File: config.mk
export PLATFORM = sky130hd
export DESIGN_NAME = uart_tx_buffered
export DESIGN_NICKNAME = d
export VERILOG_FILES = /design/src/rtl/uart_pkg.sv /design/src/rtl/uart_tx_fifo.sv /design/src/rtl/uart_tx_buffered.sv
export SDC_FILE = /design/constraint.sdc
export NUM_CORES = 1
export LEC_CHECK = 0
export CAP_MARGIN = 30
export CELL_PAD_IN_SITES_DETAIL_PLACEMENT = 0
export CELL_PAD_IN_SITES_GLOBAL_PLACEMENT = 1
export CORE_UTILIZATION = 30
export DETAILED_ROUTE_END_ITERATION = 6
export PLACE_DENSITY_LB_ADDON = 0.1
export REMOVE_ABC_BUFFERS = 1
export SLEW_MARGIN = 15
export SYNTH_ARGS = -nofsm -noshare
export SYNTH_HDL_FRONTEND = slang
export SYNTH_SLANG_ARGS = --single-unit
File: constraint.sdc
create_clock -name i_Clock -period 4.65 [get_ports i_Clock]
set_input_delay 1.395 -clock i_Clock [delete_from_list [all_inputs] [get_ports i_Clock]]
set_output_delay 1.395 -clock i_Clock [all_outputs]
set_load 0.05 [all_outputs]
File: src/rtl/uart_pkg.sv
// Shared types, constants and helpers for the buffered UART transmitter.
package uart_pkg;

    typedef enum logic [2:0] {
        IDLE,
        START,
        DATA,
        PARITY,
        STOP
    } tx_state_t;

    // Bit periods shorter than two clocks are not representable by the
    // bit counter, so every divisor is raised to at least this value.
    localparam int MIN_DIV    = 2;
    localparam int MAX_DATA_W = 9;

    // Parity over the (zero-extended) data word; odd=1 inverts even parity.
    function automatic logic parity_bit(input logic [MAX_DATA_W-1:0] data,
                                        input logic                  odd);
        return (^data) ^ odd;
    endfunction

endpackage

File: src/rtl/uart_tx_fifo.sv
// Synchronous FIFO holding words waiting to be serialised.
module uart_tx_fifo #(
    parameter int WIDTH = 8,
    parameter int DEPTH = 4
) (
    input  logic                     clk,
    input  logic                     rst_n,
    input  logic                     push,
    input  logic [WIDTH-1:0]         din,
    input  logic                     pop,
    output logic [WIDTH-1:0]         dout,
    output logic                     full,
    output logic                     empty,
    output logic [$clog2(DEPTH):0]   count
);

    localparam int PW = $clog2(DEPTH);

    logic [WIDTH-1:0] mem [DEPTH];
    logic [PW-1:0]    wr_ptr;
    logic [PW-1:0]    rd_ptr;
    logic             do_push;
    logic             do_pop;

    assign full    = (count == ($clog2(DEPTH)+1)'(DEPTH));
    assign empty   = (count == '0);
    assign do_push = push && !full;
    assign do_pop  = pop && !empty;
    assign dout    = mem[rd_ptr];

    // Storage, wrapping pointers and occupancy; push+pop keeps count steady.
    always_ff @(posedge clk) begin
        if (!rst_n) begin
            wr_ptr <= '0;
            rd_ptr <= '0;
            count  <= '0;
            for (int i = 0; i < DEPTH; i++) mem[i] <= '0;
        end else begin
            if (do_push) begin
                mem[wr_ptr] <= din;
                wr_ptr      <= wr_ptr + PW'(1);
            end
            if (do_pop) rd_ptr <= rd_ptr + PW'(1);
            case ({do_push, do_pop})
                2'b10:   count <= count + 1'b1;
                2'b01:   count <= count - 1'b1;
                default: count <= count;
            endcase
        end
    end

endmodule

File: src/rtl/uart_tx_buffered.sv
// UART transmitter with transmit FIFO and per-frame latched configuration.
// Line, active and done are registered from the state of the previous
// cycle, so all three outputs stay aligned with each other on the pin.
import uart_pkg::*;

module uart_tx_buffered #(
    parameter int DATA_W     = 8,
    parameter int FIFO_DEPTH = 4,
    parameter int DIV_W      = 16
) (
    input  logic                          i_Clock,
    input  logic                          i_Rst_n,
    input  logic [DIV_W-1:0]              i_Div,
    input  logic                          i_Parity_En,
    input  logic                          i_Parity_Odd,
    input  logic                          i_Two_Stop,
    input  logic                          i_TX_DV,
    input  logic [DATA_W-1:0]             i_TX_Word,
    output logic                          o_TX_Ready,
    output logic                          o_TX_Drop,
    output logic [$clog2(FIFO_DEPTH):0]   o_FIFO_Count,
    output logic                          o_TX_Active,
    output logic                          o_TX_Serial,
    output logic                          o_TX_Done
);

    localparam int IDX_W = $clog2(DATA_W);

    tx_state_t         state, next_state;
    logic              pop;
    logic              fifo_full, fifo_empty;
    logic [DATA_W-1:0] fifo_dout;

    logic [DATA_W-1:0] word_l;
    logic [DIV_W-1:0]  div_l;
    logic              par_en_l, par_l, two_l;

    logic [DIV_W-1:0]  cnt;
    logic [IDX_W-1:0]  bit_idx;
    logic              stop2;
    logic              tick, last_bit, stop_end;
    logic              line_c, done_c;

    uart_tx_fifo #(
        .WIDTH (DATA_W),
        .DEPTH (FIFO_DEPTH)
    ) u_fifo (
        .clk   (i_Clock),
        .rst_n (i_Rst_n),
        .push  (i_TX_DV),
        .din   (i_TX_Word),
        .pop   (pop),
        .dout  (fifo_dout),
        .full  (fifo_full),
        .empty (fifo_empty),
        .count (o_FIFO_Count)
    );

    assign o_TX_Ready = !fifo_full;

    // div_l is never below 2, so div_l-1 cannot wrap.
    assign tick     = (cnt == div_l - DIV_W'(1));
    assign last_bit = (bit_idx == IDX_W'(DATA_W-1));
    assign stop_end = tick && (!two_l || stop2);

    // State register.
    always_ff @(posedge i_Clock) begin
        if (!i_Rst_n) state <= IDLE;
        else          state <= next_state;
    end

    // Next state, pop request and the line level for the current cycle.
    always_comb begin
        next_state = state;
        pop        = 1'b0;
        line_c     = 1'b1;
        done_c     = 1'b0;
        case (state)
            IDLE: begin
                if (!fifo_empty) begin
                    pop        = 1'b1;
                    next_state = START;
                end
            end
            START: begin
                line_c = 1'b0;
                if (tick) next_state = DATA;
            end
            DATA: begin
                line_c = word_l[bit_idx];
                if (tick && last_bit) next_state = par_en_l ? PARITY : STOP;
            end
            PARITY: begin
                line_c = par_l;
                if (tick) next_state = STOP;
            end
            STOP: begin
                if (stop_end) begin
                    done_c = 1'b1;
                    if (!fifo_empty) begin
                        pop        = 1'b1;
                        next_state = START;
                    end else begin
                        next_state = IDLE;
                    end
                end
            end
            default: next_state = IDLE;
        endcase
    end

    // Frame datapath: config/word latch on pop, bit timer, bit index, stop half.
    always_ff @(posedge i_Clock) begin
        if (!i_Rst_n) begin
            word_l   <= '0;
            div_l    <= DIV_W'(MIN_DIV);
            par_en_l <= 1'b0;
            par_l    <= 1'b0;
            two_l    <= 1'b0;
            cnt      <= '0;
            bit_idx  <= '0;
            stop2    <= 1'b0;
        end else begin
            if (pop) begin
                word_l   <= fifo_dout;
                div_l    <= (i_Div < DIV_W'(MIN_DIV)) ? DIV_W'(MIN_DIV) : i_Div;
                par_en_l <= i_Parity_En;
                par_l    <= parity_bit(MAX_DATA_W'(fifo_dout), i_Parity_Odd);
                two_l    <= i_Two_Stop;
            end
            if (tick || next_state != state || state == IDLE) cnt <= '0;
            else                                               cnt <= cnt + DIV_W'(1);
            if (state != DATA) bit_idx <= '0;
            else if (tick)     bit_idx <= bit_idx + IDX_W'(1);
            if (state != STOP) stop2 <= 1'b0;
            else if (tick)     stop2 <= 1'b1;
        end
    end

    // Registered pin-side outputs.
    always_ff @(posedge i_Clock) begin
        if (!i_Rst_n) begin
            o_TX_Serial <= 1'b1;
            o_TX_Active <= 1'b0;
            o_TX_Done   <= 1'b0;
            o_TX_Drop   <= 1'b0;
        end else begin
            o_TX_Serial <= line_c;
            o_TX_Active <= (state != IDLE);
            o_TX_Done   <= done_c;
            o_TX_Drop   <= i_TX_DV && fifo_full;
        end
    end

endmodule

==> summary.md <==
| Metric | Value |
|---|---|
| Status | `completed` |
| Slowest Stage Delay on Critical Path | `640 ps` |
| RSZ-0062 raised after global routing | `false` |
| Post-synthesis cell area | `0.004791 mm^2` |
| Clock Tree Root | `clkbuf_16` |
| Worst-Margin Slew | `728.2 ps` |
| Number of cells on the worst reg-to-reg path | `15` |
| Initial antenna violation count | `0` |
| Congestion Overflow GR | `0` |
| Worst vdd ir | `0.2021 mV` |
| Clock transition at path regs | `70 ps` |
| Antenna cells | `0` |
| Total Routing Usage GR | `14.07%` |
| # DRC | `0` |
| PostCTS Resize Cnt | `0` |
| Top_reg_cell synth | `dfxtp_1` |
| CP most frequent cell | `inv_1` |
| Netlist cell types | `58` |
| Initial DRC count | `100` |
| Syn Area/Cell | `10.77 um^2` |
| Final core utilization | `37.00%` |
| R2r endpoint | `u_fifo.count[2]` |
| Post-synth EDFFs | `32` |
| Synth area leader | `dfxtp_1` |
| Gpl congestion | `0.7633` |
| CP endpoint kind | `register` |
| Max Slew Vio Count | `0` |
| Setup bufs post-CTS | `0` |
| Register bit total from synthesis | `95` |
| Sequential fraction of the synthesis area | `46.38%` |
| Post-Place Worst Slack | `633.1 ps` |
| Slowest CP cell | `or4b_2` |
| Synth-to-Final Area Change | `18.73%` |
| Post-route worst setup slack | `660.4 ps` |
| Full die area | `0.01648 mm^2` |
| CTS tree | `built` |
| Slew headroom | `50.20%` |
| CTS buffer count | `9` |
| Layout net count | `518` |
| First-pass GRT wire length | `17420 um` |
| Post-CTS Hold Fix Bufs | `0` |
| Row cnt | `45` |
| PD cells | `544.9 mW/mm^2` |
| Via Count | `3240` |
| Largest net degree at the start of global routing | `50` |
| Via density | `4.642` |
| Worst min-delay path category | `reg2reg` |
| Worst-Skew Late Latency | `350 ps` |
| Hold Path Origin | `stop2` |
| Arrival time worst endpoint | `4270 ps` |
| Final Hold Violating Endpoints | `0` |
| Most frequent cells in the layout | `dfxtp_1, and2_1, clkdlybuf4s50_1` |
| Cells after Synth | `445` |
| # setup viols final | `0` |
| Die Width | `128.4 um` |
| Crit start category | `register` |
| Drt pass-1 iters | `6` |
| Yosys warns | `0` |
| Most common cell after layout, fill and taps aside | `dfxtp_1` |
| Crit. Startpoint | `div_l[0]` |
| Initial Util | `31.17%` |
| Port bufs | `37` |
| Final Cycle Share | `85.80%` |
| Minimum clock period | `3990 ps` |
| IO Pins | `38` |
| Worst Hold Depth | `1` |
| Static Leak | `2.074 nW` |
| Power Total | `0.003100 W` |
| Wirelength per Cell | `15.18 um` |
| Max-cap violations | `0` |
| Final ANT Viol Nets | `0` |
| Routed wire length | `10600 um` |
| Die height | `128.4 um` |
| Worst Hold End | `stop2` |
| H-tree Lvls | `3` |
| Crit-path max FO | `6` |
| Clock skew | `6.719 ps` |
| Vias in the first global route | `3373` |
| Placeable Area | `0.01537 mm^2` |
| Critical path type | `reg2reg` |
| Post-DP HPWL | `7702 um` |
| Maximum root-to-sink buffer count | `2` |
| CP required | `4930 ps` |
| Share of the synthesized area in the top cell type | `26.33%` |
| Top cells by area, synth | `dfxtp_1, edfxtp_1, mux2i_1` |
| Asr flop ratio synth | `0%` |
| Max frequency | `250.7 MHz` |
| FF-to-FF Start | `div_l[0]` |
| Clk sinks | `95` |
| Reg2reg setup slack | `660 ps` |
| Layout cell share with drive strength beyond 1 | `9.035%` |
| Critical Path, Cell by Cell | `inv_1 -> ha_1 -> or4b_2 -> nor3_1 -> mux2_2 -> and3_1 -> nor4_4 -> o21ai_4 -> inv_1 -> ha_1 -> inv_1 -> fa_1 -> xor2_1 -> or3_1 -> a21boi_0` |
| Final TNS setup | `0 ps` |
==> stage by stage <==
step                      cell area (um^2)  hold WS (ps)  instances
after floorplan                       4692         449.1        428
after global placement                5371         459.9        682
after detailed placement              5371         463.5        682
after CTS                             5688         479.4        698
after global routing                  5688         488.7        698
final                                 5688         476.3        698
==> worst max path at each step <==
stage / endpoint / slack [ps] / cells after the start
final: u_fifo.count[2] / 660 / 15
after global routing: u_fifo.count[2] / 440 / 15
after CTS: u_fifo.count[2] / 600 / 15
after detailed placement: u_fifo.count[2] / 630 / 15
after global placement: u_fifo.count[2] / 710 / 15
after floorplan: u_fifo.count[2] / 290 / 15
==> logic make-up (layout without fill, tap and decap cells) <==
| group | count (synthesis) | after routing | synth area share (%) |
|---|---|---|---|
| fa+ha+maj | 6 | 6 | 1.724 |
| buf+inv | 31 | 73 | 3.160 |
| mux | 41 | 41 | 11.20 |
| simple gates | 188 | 188 | 22.54 |
| flops | 95 | 95 | 46.38 |
| xor+xnor | 49 | 49 | 9.115 |
| compound gates | 35 | 35 | 5.876 |
==> layout make-up <==
cell class	instances	area, um^2
Fill cell	1555	9683
Multi-Input combinational cell	319	2417
Sequential cell	95	2222
Timing Repair Buffer	43	415.4
Tap cell	211	264.0
Clock buffer	11	252.7
Clock inverter	5	63.81
Inverter	14	52.55
==> state kept, by name, indices dropped and copies added, names as in the netlist, 2 cells and up, named ones only <==
name and cells:
u_fifo.mem 32, cnt 16, div_l 16, word_l 8
bit_idx 3, state 3, u_fifo.count 3, u_fifo.rd_ptr 2
u_fifo.wr_ptr 2
==> critical path: cells and delay by family, from the launching register on <==
| family | cells | cell delay (ps) |
|---|---|---|
| multiplexers | 1 | 360 |
| AO/OA/AOI/OAI | 2 | 230 |
| buffers and inverters | 3 | 190 |
| adder cells (fa/ha/maj) | 3 | 810 |
| AND/OR/NAND/NOR | 5 | 1820 |
| flip-flops | 1 | 350 |
| XOR/XNOR | 1 | 160 |
==> synth_stat cells (all sizes together) (2+ instances only) <==
cell     n
a31oi    2
and3     5
nor3    10
or2      2
ha       5
o21a     2
dfxtp   63
o21ai    8
xor2    15
xnor2   34
nand4    4
a21oi    3
o21ba    2
or4      2
nor2b   28
or3      5
edfxtp  32
nor3b    4
nand3b   4
nand2b   6
clkbuf  10
and2    44
nor4     7
or4b     2
a211oi   3
inv     14
nand2   22
o41a     2
nand3   11
mux2i   30
a21boi   3
o211ai   2
mux4    10
buf      7
nor2    29
==> where the power goes <==
group	internal [W]	switching [W]	total, W
Sequential	0.00100	0.000152	0.00115
Combinational	0.000565	0.000603	0.00117
Clock	0.000450	0.000329	0.000779
Total	0.00202	0.00108	0.00310
==> layer usage <==
metal	track usage [%]	up-vias	wire (um)
met2	25.37	39	5435
met1	16.22	1562	4740
li1	-	1629	-
met3	3.410	10	247
met5	0	-	0
met4	4.775	0	176
(Power assumes the default switching activity.)
